File: src/rtl/instr_load_sequencer.sv
// rtl/instr_load_sequencer.sv - boot/reload sequencer that streams instruction words into cpu imem
//
// Purpose:
//   Accepts a valid/ready stream of 32-bit instruction words and writes each one into
//   instruction memory through the cpu initialize port. The cpu is held in reset while
//   loading and for RST_HOLD further cycles, and is then released to run.
//   Flow: IDLE -> LOAD -> HOLD -> RUN, and RUN -> LOAD on start.
//
// Optional feature:
//   LOAD_CHECKSUM_EN - when defined, adds a checksum output carrying the XOR of every
//   accepted word of the current load.
//
// Ports:
//   clk, rst                        clock and synchronous active-high reset
//   start                           begin a load (acted on only in IDLE or RUN)
//   load_valid/load_data/load_last  instruction stream input
//   load_ready                      stream ready (high throughout LOAD)
//   initialize                      one-cycle imem write strobe
//   instruction_initialize_data     word to write
//   instruction_initialize_address  byte address to write
//   cpu_rst                         reset to the cpu
//   busy, done                      state is LOAD/HOLD, state is RUN
//   words_loaded                    beats accepted in the current or last load
//   err_overflow                    sticky: NUM_WORDS reached without load_last
//   checksum                        (LOAD_CHECKSUM_EN only) XOR of accepted words
module instr_load_sequencer #(
  parameter int          NUM_WORDS = 64,
  parameter logic [31:0] BASE_ADDR = 32'h0,
  parameter int          RST_HOLD  = 4
) (
  input  logic        clk,
  input  logic        rst,
  input  logic        start,
  input  logic        load_valid,
  input  logic [31:0] load_data,
  input  logic        load_last,
  output logic        load_ready,
  output logic        initialize,
  output logic [31:0] instruction_initialize_data,
  output logic [31:0] instruction_initialize_address,
  output logic        cpu_rst,
  output logic        busy,
  output logic        done,
  output logic [15:0] words_loaded,
  output logic        err_overflow
`ifdef LOAD_CHECKSUM_EN
  ,
  output logic [31:0] checksum
`endif
);

  typedef enum logic [1:0] {IDLE, LOAD, HOLD, RUN} state_t;

  localparam logic [15:0] LAST_IDX  = 16'(NUM_WORDS - 1);
  localparam logic [31:0] HOLD_LAST = 32'(RST_HOLD - 1);

  state_t      state, state_next;
  logic        accept;
  logic        clear;
  logic [31:0] hold_cnt;

  always_comb begin
    state_next = state;
    accept     = 1'b0;
    clear      = 1'b0;
    case (state)
      IDLE: begin
        if (start) begin
          state_next = LOAD;
          clear      = 1'b1;
        end
      end
      LOAD: begin
        if (load_valid) begin
          accept = 1'b1;
          // Leave on the tagged last beat, or when the word budget is used up.
          if (load_last || (words_loaded == LAST_IDX)) state_next = HOLD;
        end
      end
      HOLD: begin
        if (hold_cnt == HOLD_LAST) state_next = RUN;
      end
      RUN: begin
        if (start) begin
          state_next = LOAD;
          clear      = 1'b1;
        end
      end
      default: state_next = IDLE;
    endcase
  end

  assign load_ready = (state == LOAD);
  assign busy       = (state == LOAD) || (state == HOLD);
  assign done       = (state == RUN);

  always_ff @(posedge clk) begin
    if (rst) begin
      state                          <= IDLE;
      initialize                     <= 1'b0;
      instruction_initialize_data    <= 32'h0;
      instruction_initialize_address <= 32'h0;
      cpu_rst                        <= 1'b1;
      words_loaded                   <= 16'h0;
      err_overflow                   <= 1'b0;
      hold_cnt                       <= 32'h0;
    end else begin
      state      <= state_next;
      initialize <= accept;
      // Registered from the next state so cpu_rst rises together with LOAD entry
      // and falls exactly when RUN begins.
      cpu_rst    <= (state_next != RUN);
      hold_cnt   <= (state == HOLD) ? hold_cnt + 32'd1 : 32'h0;
      if (clear) begin
        words_loaded <= 16'h0;
        err_overflow <= 1'b0;
      end
      if (accept) begin
        instruction_initialize_data    <= load_data;
        instruction_initialize_address <= BASE_ADDR + {14'h0, words_loaded, 2'b00};
        words_loaded                   <= words_loaded + 16'd1;
        if (!load_last && (words_loaded == LAST_IDX)) err_overflow <= 1'b1;
      end
    end
  end

`ifdef LOAD_CHECKSUM_EN
  always_ff @(posedge clk) begin
    if (rst || clear) begin
      checksum <= 32'h0;
    end else if (accept) begin
      checksum <= checksum ^ load_data;
    end
  end
`endif

endmodule

File: config.mk
export PLATFORM = sky130hd
export DESIGN_NAME = instr_load_sequencer
export DESIGN_NICKNAME = d
export VERILOG_FILES = /design/src/rtl/instr_load_sequencer.sv
export SDC_FILE = /design/constraint.sdc
export NUM_CORES = 1
export LEC_CHECK = 0
export CAP_MARGIN = 20
export CORE_ASPECT_RATIO = 1.4
export CORE_MARGIN = 2
export CORE_UTILIZATION = 35
export DETAILED_ROUTE_END_ITERATION = 8
export SLEW_MARGIN = 20
export SYNTH_ARGS = -nofsm -noshare
export SYNTH_HDL_FRONTEND = slang
export SYNTH_SLANG_ARGS = --single-unit
File: constraint.sdc
create_clock -name clk -period 2.2 [get_ports clk]
set_clock_uncertainty 0.15 [all_clocks]
set_input_delay 0.55 -clock clk [delete_from_list [all_inputs] [get_ports clk]]
set_output_delay 0.55 -clock clk [all_outputs]
set_load 0.03 [all_outputs]
After elaboration in Yosys (flattened, before gate mapping):

Index checks and enable logic that the tools add are counted.
W data, S select, Z words.

* muxes and demuxes: 14
* equality and inequality tests: 6
* add/subtract/negate cells: 2
* bitwise gates (word level): 1
* reduce and logical (&&, ||, !) cells: 8

Operator list (number)
* $add A32 B1 Y32 const B: 1
* $eq A32 B2 Y1 const B: 1
* $mux W16: 2
* $add A16 B1 Y16 const B: 1
* $eq A16 B6 Y1 const B: 1
* $mux W2: 4
* $mux W1: 7
* $pmux W2 S3: 1
* $eq A2 B2 Y1 const B: 2
* $reduce_or A2 Y1: 2
* $eq A2 B1 Y1 const B: 1
* $logic_not A2 Y1: 1
* $logic_or A1 B1 Y1: 2
* $ne A2 B2 Y1 const B: 1
* $reduce_bool A2 Y1: 1
* $logic_and A1 B1 Y1: 1
* $logic_not A1 Y1: 1
* $not A1 Y1: 1

* input port bits: 37
* bits in registers: 101
* output and inout bits: 86
* word-level logic and storage cells: 39

Logic depth before layout (Yosys ltp):

Gate-level depths: netlist (run 1).

* word-level depth: 6
* gate-level depth with buffers: 9
* gate-level depth less buffers: 6

Worst setup path before layout (run 1):

No wires, ideal clock.

* path kind: reg2reg
* start point: register state[1]
* end point: register words_loaded[15]
* cell stages (with the launch flop): 9
* setup time: 0.121 ns
* required time: 1.929 ns
* data arrival time: 2.029 ns
* path buffers: 2
* slack: -0.100 ns
* cells stage by stage: dfxtp_1 > inv_1 > ha_1 > buf_4 > nand2_4 > or3_1 > buf_2 > nor3_1 > mux2_2

RTL lines
* start, declared: line 57 `state_t state, state_next;`
* start signal, assigned: line 108 `state <= state_next;`
* $eq A2 B1 Y1 *
* net load_ready: line 37 `output logic load_ready,`
* $mux W1 *: line 66 `case (state)`
* $mux W16 or $reduce_bool A2 Y1 (tied branches)
* end signal, assigned: line 121 `words_loaded <= words_loaded + 16'd1;`
* end, declared: line 44 `output logic [15:0] words_loaded,`

The timed path passes the listed nets; every way through them passes the cells marked *.
A chain may end at the register's enable or synchronous reset.

Worst setup path in the final report (run 1):

* start point: register state[0]
* end point: output busy

* cells in the longest elaborated chain, start to end: 2

RTL lines
* $eq A2 B1 Y1 or $eq A2 B2 Y1 (tied branches): line 94 `assign busy = (state == LOAD) || (state == HOLD);`
* $logic_or A1 B1 Y1 *: line 94
* end, declared: line 42 `output logic busy,`

Every way passes the cells marked *; elsewhere a longest branch is shown, timed or not.

==> flow_metrics.py, run 1 <==
metrics = {
    "die": {
        "die-area_um2": 14000,
        "core_area_um2": 12800,
        "num_rows": 49,
        "pin_count": 123,
        "fp.dieW_um": 101,
        "chipHeight_um": 139,
        "start_util_pct": 35.6,
    },
    "final_layout": {
        "fin_util_pct": 47.5,
        "nets": 705,
        "seqCellArea_um2": 2020,
        "multi_input_area_um2": 2310,
        "layout-drive-gt1-share_pct": 8.98,
        "syn_to_final_growth_pct": 33.5,
        "antennaDiodeCount": 0,
        "fill_cells": 1271,
        "layout_common_cells": "nand2_1 (118), dfxtp_1 (100), clkdlybuf4s50_1 (94), a21oi_1 (71), nor2_1 (33)",
        "mostFrequentLayoutCell": "nand2_1",
    },
    "hold_path": {
        "hold_class": "reg2reg",
        "hp-start": "instruction_initialize_address[8]$_SDFFE_PP0P_",
    },
    "yosys": {
        "synth.area.top_cells": "dfxtp_1 (44%), nand2_1 (9.7%), a21oi_1 (7.8%), buf_4 (3.0%), nor2_1 (2.7%)",
        "ys_seq_elements": 101,
        "ys_async_sr_fraction_pct": 0,
        "synth_enable_flop_cells": 0,
        "synth_area_um2": 4560,
        "synth_top_area_share_pct": 44.3,
        "synth_top_flop_cell": "dfxtp_1",
        "avgSynthCellArea_um2": 8.18,
        "postSynthCellCount": 558,
        "ys.warnings.count": 0,
        "synth_area_leader_cell": "dfxtp_1",
        "ys_types": 56,
        "ys_seq_area_share_pct": 44.3,
    },
    "power_and_ir_drop": {
        "power.total_mw": 4.77,
        "powerDensity_nw_per_um2": 783,
        "ir_drop_v": 0.000344,
        "leakagePower_nw": 2.19,
    },
    "job": {
        "maxCapViolations": 0,
    },
    "global_routing": {
        "grt_max_degree": 41,
        "grt_pass1_wl_mm": 19.9,
        "grt_util_all_layers_pct": 17.4,
        "grt_pass1_vias": 4099,
        "antenna_found_initial": 0,
        "grt_overflow": 0,
    },
    "placed_design": {
        "gp_congestion": 0.803,
        "hpwl_mm": 8.71,
        "place.port_buffers": 106,
        "place_ws_ns": -0.201,
    },
    "critical_path": {
        "cp_max_fo": 7,
        "arrival_ns": 1.44,
        "r2r-start": "state[1]$_SDFF_PP0_",
        "cp-end-kind": "output pin",
        "worstSetupPathType": "reg2out",
        "cp-startpoint": "state[0]$_SDFF_PP0_",
        "worstSetupStartpointType": "flop",
        "required_ns": 1.50,
    },
    "clock_network": {
        "clk_pin_slew_ns": 0.07,
        "post-cts-setup-buffers": 0,
        "cts.sinks": 101,
        "cts-htree-levels": 3,
        "root_buffer": "clkbuf_16",
        "clockBufferDepth": 2,
        "cts_tree": "done",
        "clock_latency_ns": 0.35,
        "cts_made_buffers": 9,
    },
    "sta": {
        "fmax_mhz": 466,
        "setup_slack_ns": 0.0555,
        "tightestPinTransition_ns": 0.800,
        "drv_slew": 0,
        "setup_viol_count_final": 0,
        "hold_viol": 0,
        "relSlewSlack_pct": 46.5,
        "period_needed_ns": 2.14,
        "rsz0062_at_grt": "true",
        "holdWs_ns": 0.304,
        "min_period_over_period_pct": 97.5,
    },
    "detailed_routing": {
        "drcViolationCount": 0,
        "dr.pass1.iters": 4,
        "ant_nets": 0,
        "vias_per_cell": 5.33,
        "wl_per_cell_um": 14.9,
        "wl_mm": 12.3,
        "first_iter_violations": 177,
        "vias": 4374,
    },
    "status": {
        "outcome": "finished, final reports clean",
    },
}
-- power breakdown --
group          switching, mW  total [mW]  internal [mW]
Sequential            0.0676        1.99           1.92
Combinational          0.742        1.21          0.468
Clock                  0.752        1.57          0.819
Total                   1.56        4.77           3.21
-- cells in the mapped netlist, types with 8 or more instances --
master and count:
clkbuf_1 20, nor4_1 12, buf_4 18, nand4_1 12
or4_1 11, o21ai_0 11, a21oi_1 71, nor2_1 33
nand3_1 20, dfxtp_1 101, nand2_1 118, o31ai_1 9
a31oi_1 8
-- cell type report --
| type | count | share of cell area, % |
|---|---|---|
| multi-input cells | 415 | 38.0 |
| repair buffers | 131 | 20.6 |
| flip-flops and latches | 101 | 33.2 |
| clock inverters | 6 | 0.842 |
| clock buffers | 10 | 3.92 |
| well taps | 153 | 3.14 |
| inverters | 5 | 0.308 |
-- final timing paths --
check	endpoint	slack (ns)	cells after the start
worst max-delay path	busy	0.06	4
worst min-delay path	instruction_initialize_address[8]$_SDFFE_PP0P_	0.30	2
worst max register to register	words_loaded[0]$_SDFFE_PP0P_	0.24	8
worst min register to register	instruction_initialize_address[8]$_SDFFE_PP0P_	0.30	2
-- through the flow --
stage,instance area (µm²),TNS (ns),std cells
floorplan,4630,0,573
global placement,5800,-1.59,805
detailed placement,5800,-3.19,805
CTS,6080,0,821
global route,6090,-0.00126,821
finish,6090,0,821
-- worst max-delay path, stage by stage (launching register included) --
cell and delay (ns):
dfxtp_2 0.39, inv_1 0.10, ha_2 0.39, inv_1 0.06
buf_4 0.16
-- routing by layer --
| layer | vias to the layer above | GRT usage, % | part of all wire [%] |
|---|---|---|---|
| li1 | 2169 | - | - |
| met1 | 2074 | 21.7 | 44 |
| met2 | 112 | 28.1 | 48 |
| met3 | 19 | 5.24 | 6.0 |
| met4 | 0 | 6.71 | 2.0 |
| met5 | - | 0 | 0 |
-- repair_timing --
| item | in CTS | in global routing |
|---|---|---|
| hold buffers | 0 | 0 |
| gates resized for setup | 11 | 2 |
| pin swaps | 0 | 0 |
| setup endpoints to repair | 11 | 3 |
-- sequential cells by signal, indices dropped and copies added (netlist names) --
register and count:
hold_cnt 32, instruction_initialize_data 32, instruction_initialize_address 16, words_loaded 16, state 2, cpu_rst 1, err_overflow 1, initialize 1
-- logic make-up (layout without fill, tap and decap cells) --
kind of cell	count (synthesis)	in the layout	share of synthesized area, %
AND/OR/NAND/NOR	256	256	28.4
flip-flops	101	101	44.3
XOR/XNOR	12	12	2.30
AO/OA/AOI/OAI	122	122	16.0
multiplexers	4	4	0.905
adder cells (fa/ha/maj)	5	5	1.37
other	1	16	0.0822
buffers and inverters	57	152	6.72
No activity file was read; power rests on OpenSTA's default activity.
==> run 2, diff against run 1 <==
- CTS_CLUSTER_SIZE: not set -> 10
==> results of run 2 <==
Same layout as run 1: the final DEF is identical, and so are final timing and power.
==> run 3, diff against run 2 <==
--- a/constraint.sdc
+++ b/constraint.sdc
@@ -3,3 +3,3 @@
 set_input_delay 0.55 -clock clk [delete_from_list [all_inputs] [get_ports clk]]
 set_output_delay 0.55 -clock clk [all_outputs]
-set_load 0.03 [all_outputs]
+set_load 0.005 [all_outputs]
==> run 3 against run 2 <==
  * Sequential power about the same
  * Design area fell by 0.51%
  * Non-clock buffer count shrank 3
  * Critical path depth unchanged
  * Utilization is 0.24 points lower
  * Combinational power down 17%
  * Clock power down 4%
  * Clock-buffer cell count is the same
  * First-iteration DRC count increased by 19%
  * Worst hold slack got worse by 0.0025 ns
  * Sequential cell count is the same
  * Critical path type unchanged
==> flow_metrics.py, run 3 (same netlist as run 1, synthesis figures left out) <==
metrics = {
    "sta": {
        "tns_ns": 0,
        "drv_slew": 0,
        "setup_viol_count_final": 0,
        "fmax_mhz": 468,
        "period_needed_ns": 2.14,
        "min_period_over_period_pct": 97.2,
        "rsz0062_at_grt": "false",
        "hold_viol": 0,
    },
    "critical_path": {
        "arrival_ns": 1.44,
        "worstSetupStartpointType": "flop",
        "worstSetupPathType": "reg2out",
        "required_ns": 1.50,
        "cp_max_fo": 5,
        "r2r-start": "hold_cnt[0]$_SDFF_PP0_",
        "cp-startpoint": "state[0]$_SDFF_PP0_",
        "reg2reg_to": "state[0]$_SDFF_PP0_",
        "rrSetupSlack_ns": 0.17,
        "worstRegToRegCells": 5,
        "cp-end-kind": "output pin",
    },
    "detailed_routing": {
        "ant_nets": 0,
        "vias_per_cell": 5.26,
        "wl_mm": 12.1,
        "wl_per_cell_um": 14.8,
        "drcViolationCount": 0,
        "first_iter_violations": 210,
        "dr.pass1.iters": 4,
        "vias": 4300,
    },
    "global_routing": {
        "grt_pass1_wl_mm": 20.2,
        "grt_overflow": 0,
        "grt_pass1_vias": 4276,
        "antenna_found_initial": 0,
        "grt_max_degree": 42,
        "grt_util_all_layers_pct": 17.7,
    },
    "placed_design": {
        "place.port_buffers": 106,
        "hpwl_mm": 8.73,
        "dpl.cell_count": 802,
        "place_area_um2": 5770,
        "gp_congestion": 0.875,
    },
    "final_layout": {
        "post-route-cell-area_um2": 6060,
        "layout_common_cells": "nand2_1 (118), clkdlybuf4s50_1 (103), dfxtp_1 (99), a21oi_1 (71), nor2_1 (33)",
        "layout-drive-gt1-share_pct": 8.12,
        "syn_to_final_growth_pct": 32.8,
        "nets": 702,
        "antennaDiodeCount": 0,
        "fin_cells": 818,
        "mostFrequentLayoutCell": "nand2_1",
        "top_regs": "hold_cnt (32), instruction_initialize_data (32)",
    },
    "clock_network": {
        "cts_tree": "done",
        "holdBufCountCts": 0,
        "cts-htree-levels": 3,
        "clockBufferDepth": 2,
        "root_buffer": "clkbuf_16",
        "cts_made_buffers": 9,
        "clock_latency_ns": 0.34,
        "cts.sinks": 101,
        "clk_pin_slew_ns": 0.07,
    },
    "power_and_ir_drop": {
        "switching_power_mw": 1.33,
        "power_switching_share_pct": 29.5,
        "p_comb_share_pct": 22.5,
        "ir_drop_v": 0.000415,
        "leakagePower_nw": 2.11,
        "clock_power_share_pct": 33.3,
        "p_seq_share_pct": 44.2,
        "powerDensity_nw_per_um2": 744,
        "p_int_mw": 3.18,
    },
    "die": {
        "die-area_um2": 14000,
        "num_rows": 49,
        "pin_count": 123,
        "chipHeight_um": 139,
        "core_area_um2": 12800,
        "fp.dieW_um": 101,
        "start_util_pct": 35.6,
    },
    "hold_path": {
        "hold_path_end": "instruction_initialize_data[1]$_SDFFE_PP0P_",
        "holdPathStages": 2,
        "hp-start": "instruction_initialize_data[1]$_SDFFE_PP0P_",
        "hold_class": "reg2reg",
    },
    "job": {
        "maxCapViolations": 0,
    },
    "status": {
        "outcome": "finished, final reports clean",
    },
}
## run 3: repair_timing
item | 4_1_cts | 5_1_grt
setup buffers | 0 | 0
hold endpoints to repair | 0 | 0
resized for setup | 5 | 2
endpoints found under the setup margin | 2 | 2
## run 3: how the worst max path moves through the flow
stage	endpoint	slack, ns	cells past startpoint
after floorplan	words_loaded[15]$_SDFFE_PP0P_	0.13	8
after global placement	words_loaded[11]$_SDFFE_PP0P_	-0.17	6
after detailed placement	words_loaded[11]$_SDFFE_PP0P_	-0.19	6
after CTS	busy	0.01	4
after global routing	busy	0.01	4
final	busy	0.06	4
## run 3: layout make-up
| class | count | area [µm²] |
|---|---|---|
| tap | 153 | 191 |
| sequential | 101 | 2030 |
| fill | 1253 | 6750 |
| inverter | 5 | 18.8 |
| clock inverter | 6 | 46.3 |
| multi-input combinational | 415 | 2300 |
| timing repair buffer | 128 | 1240 |
| clock buffer | 10 | 229 |
## run 3: layer usage
layer  routed length, µm  vias to the layer above  track usage [%]  part of all wire (%)
li1                    -                     2147                -                     -
met1                4910                     2011             20.2                    40
met2                6150                      126             30.3                    51
met3                 867                       16             5.95                   7.2
met4                 195                        0             6.27                   1.6
met5                   0                        -                0                     0
## run 3: power groups by stage
| stage | Clock (mW) | Sequential [mW] | Combinational [mW] |
|---|---|---|---|
| 4_1_cts | 1.55 | 1.99 | 1.02 |
| 3_3_place_gp | 0 | 2.02 | 1.01 |
| 6_report | 1.50 | 1.99 | 1.01 |
| 3_5_place_dp | 0 | 2.02 | 1.02 |
| 5_1_grt | 1.62 | 2.01 | 1.11 |
| 2_1_floorplan | 0 | 2.02 | 0.523 |
## run 3: through the flow
step / setup WS, ns / utilization, % / power, mW / hold WS [ns]
final: 0.0612 / 47.3 / 4.51 / 0.301
after global routing: 0.0121 / 47.3 / 4.74 / 0.330
after CTS: 0.0129 / 47.3 / 4.57 / 0.307
after detailed placement: -0.189 / 45.0 / 3.05 / 0.297
after global placement: -0.167 / 45.0 / 3.03 / 0.292
after floorplan: 0.131 / - / 2.55 / 0.287
## run 3: critical path, stage by stage, from the launching register on
cell	delay, ns
dfxtp_4	0.39
inv_1	0.08
ha_1	0.31
inv_1	0.06
dlygate4sd2_1	0.26
==> RTL edit 1 (config.mk and constraints of run 3) <==
Add a define of `LOAD_CHECKSUM_EN`.
--- a/src/rtl/instr_load_sequencer.sv
+++ b/src/rtl/instr_load_sequencer.sv
@@ -23,6 +23,8 @@
 //   words_loaded                    beats accepted in the current or last load
 //   err_overflow                    sticky: NUM_WORDS reached without load_last
 //   checksum                        (LOAD_CHECKSUM_EN only) XOR of accepted words
+`define LOAD_CHECKSUM_EN
+
 module instr_load_sequencer #(
   parameter int          NUM_WORDS = 64,
   parameter logic [31:0] BASE_ADDR = 32'h0,
Formal check against the unedited RTL (old outputs only; new: checksum): equivalent (equiv_simple and equiv_induct, registers matched by name and starting in step).
==> RTL edit 1 against run 3 <==
Area after synthesis grew 20%. Power grew 53%. Cell count grew 26%. Combinational power grew 47%. Sequential power grew 34%. Sequential share of layout area grew 0.41 points. Worst setup slack lost 0.026 ns. Cell area grew 30%. Sequential cell count grew 32. Wire length grew 23%. Global-route usage grew 0.99 points. Clock power grew 85%. Largest cell class is now flip-flops and latches.
==> RTL edit 1: results <==
group,metric,value,unit
grt,grt_usage,18.66,%
layout,top_regs,"checksum x32, hold_cnt x32, instruction_initialize_data x32",
grt,first_global_vias,5144,
timing,period_needed,2.164,ns
setup_path,max_stage_delay,0.56,ns
route,wl_met1,6158,um
place,dpl.cell_count,994,
layout,fin_nets,860,
timing,whs,0.2869,ns
synth,postSynthCellCount,653,
setup_path,crit_path_max_fanout,8,
layout,design.seq.count,133,
outcome,status,"finished, final reports clean",
layout,regArea,2673,um2
power_and_ir_drop,swShare,29.47,%
place,placed_cell_area,7268,um2
layout,buf_share,22.19,%
route,dr.first_iter.drc_count,220,
layout,fin_cells,1027,
layout,inv_count,8,
clock_tree,clock_latency,0.41,ns
layout,clkbuf_count,18,
layout,buffers,185,
power_and_ir_drop,p_leak,2.734,nW
synth,synth.distinct_cells,48,
synth,synth_compound_area_share,13.69,%
setup_path,cpMaxStageDelayCell,"clkdlybuf4s50_1",
clock_tree,cts_buffers,17,
clock_tree,h-tree-depth,4,
layout,nFillCells,1435,
setup_path,reg2reg_setup_slack,0.11,ns
power_and_ir_drop,powerDensity,876.3,nW/um2
setup_path,cp.arrival,1.46,ns
synth,synthTopCellsByCount,"dfxtp_1, nand2_1, a21oi_1",
layout,drive_above_1_share,12.39,%
power_and_ir_drop,pg_clk,2.77,mW
route,wl_met2,7410,um
grt,met2_usage,30.18,%
## RTL edit 1: cell count changes after synthesis, moves of 4 or more
cell	delta
a41o_1	-6
xor2_1	+31
a31oi_1	-6
buf_2	-4
clkbuf_1	+12
or3_1	+7
nor2_1	+26
a21oi_1	+6
dfxtp_1	+32
o21ai_1	+6
o21ai_0	+4
## RTL edit 1: logic make-up (layout without fill, tap and decap cells)
kind of cell             after synthesis  in the layout
AND/OR/NAND/NOR                      278            278
other                                  1             16
adder cells (fa/ha/maj)                5              5
flip-flops                           133            133
buffers and inverters                 62            225
AO/OA/AOI/OAI                        130            130
multiplexers                           3              3
XOR/XNOR                              41             41
## RTL edit 1: final timing paths
path / start / endpoint / cells after the start
max: words_loaded[7] / words_loaded[7] / 1
min: err_overflow / err_overflow / 2
max reg2reg: hold_cnt[0] / hold_cnt[18] / 6
min reg2reg: err_overflow / err_overflow / 2
## RTL edit 1: what timing repair did
action                     CTS  global route
buffers inserted             1             0
setup endpoints to repair   12            11
pin swaps                    0             1
gates resized for setup      9            10
==> RTL edit 2 (settings of run 3) <==
Made on the original files. Re-encode `state_t` (4 states) as Gray code, 2 bits wide.
--- a/src/rtl/instr_load_sequencer.sv
+++ b/src/rtl/instr_load_sequencer.sv
@@ -49,7 +49,7 @@
 `endif
 );
 
-  typedef enum logic [1:0] {IDLE, LOAD, HOLD, RUN} state_t;
+  typedef enum logic [1:0] {IDLE = 2'b00, LOAD = 2'b01, HOLD = 2'b11, RUN = 2'b10} state_t;
 
   localparam logic [15:0] LAST_IDX  = 16'(NUM_WORDS - 1);
   localparam logic [31:0] HOLD_LAST = 32'(RST_HOLD - 1);
Formal check against the unedited RTL: no difference found for any inputs over 10 cycles, from zero or initial values and one cycle with rst high; not proved beyond that.
==> RTL edit 2 against run 3 <==
Sequential cell count stayed put. Wire length down 2.6%. Worst setup slack gained 0.0040 ns. Critical path depth decreased by 3. Synthesized cell count decreased by 2.9%. Count of clock-buffer cells in the layout increased by 2. Cell area decreased by 1.8%. Area after synthesis down 3.5%. Largest cell class unchanged. Highest routed layer unchanged.
Power is not compared: it rests on default switching activity, and its combinational part moved more than twofold at a synthesized area within 25%.
==> RTL edit 2: results <==
group,metric,value,unit
layout,nMultiInputCombCells,396,
place,dpl.cell_count,790,
setup_path,crit_path_max_fanout,10,
layout,multi_input_area_share,35.71,%
layout,fin_util,48.32,%
layout,nFillCells,1183,
synth,synth_adder_area_share,0.5682,%
layout,fin_nets,690,
layout,buffers,137,
layout,buf_share,21.66,%
synth,synth_compound_area_share,14.86,%
outcome,status,"finished, final reports clean",
place,gp_congestion,0.8231,
min_path,hp-class,"in2reg",
layout,seq_share,34.15,%
layout,clkbuf_count,12,
synth,synth.area.top_cells,"dfxtp_1, nand2_1, a21oi_1, nand3_1, buf_4",
synth,synth_mux_area_share,0.7670,%
synth,yosysSeqAreaShare,45.91,%
synth,synthXorXnorAreaFrac,2.188,%
route,dr_total_vias,4166,
route,dr.first_iter.drc_count,166,
grt,grt_pass1_wl,19250,um
route,via_per_inst,5.169,
setup_path,max_stage_delay,0.60,ns
grt,first_global_vias,4123,
## RTL edit 2: cell count changes after synthesis, moves of 5 or more
| cell | before | now |
|---|---|---|
| a41o_1 | 7 | 2 |
| clkbuf_1 | 20 | 30 |
| nor2_1 | 33 | 25 |
| a21oi_1 | 71 | 76 |
| or4_1 | 11 | 16 |
| buf_2 | 7 | 1 |
| nand3_1 | 20 | 26 |
## RTL edit 2: routing by layer
layer	wire [um]	GRT usage, %
met4	291	7.306
met5	0	0
met3	743	5.669
met2	5973	31.23
met1	4795	19.58
## RTL edit 2: worst paths after layout
check / startpoint / endpoint / slack [ns] / depth (start not counted)
worst max-delay path: words_loaded[11] / words_loaded[11] / 0.07 / 1
worst max register to register: hold_cnt[14] / hold_cnt[31] / 0.10 / 4
worst min register to register: instruction_initialize_data[2] / instruction_initialize_data[2] / 0.30 / 2
worst min-delay path: rst / cpu_rst / 0.30 / 3
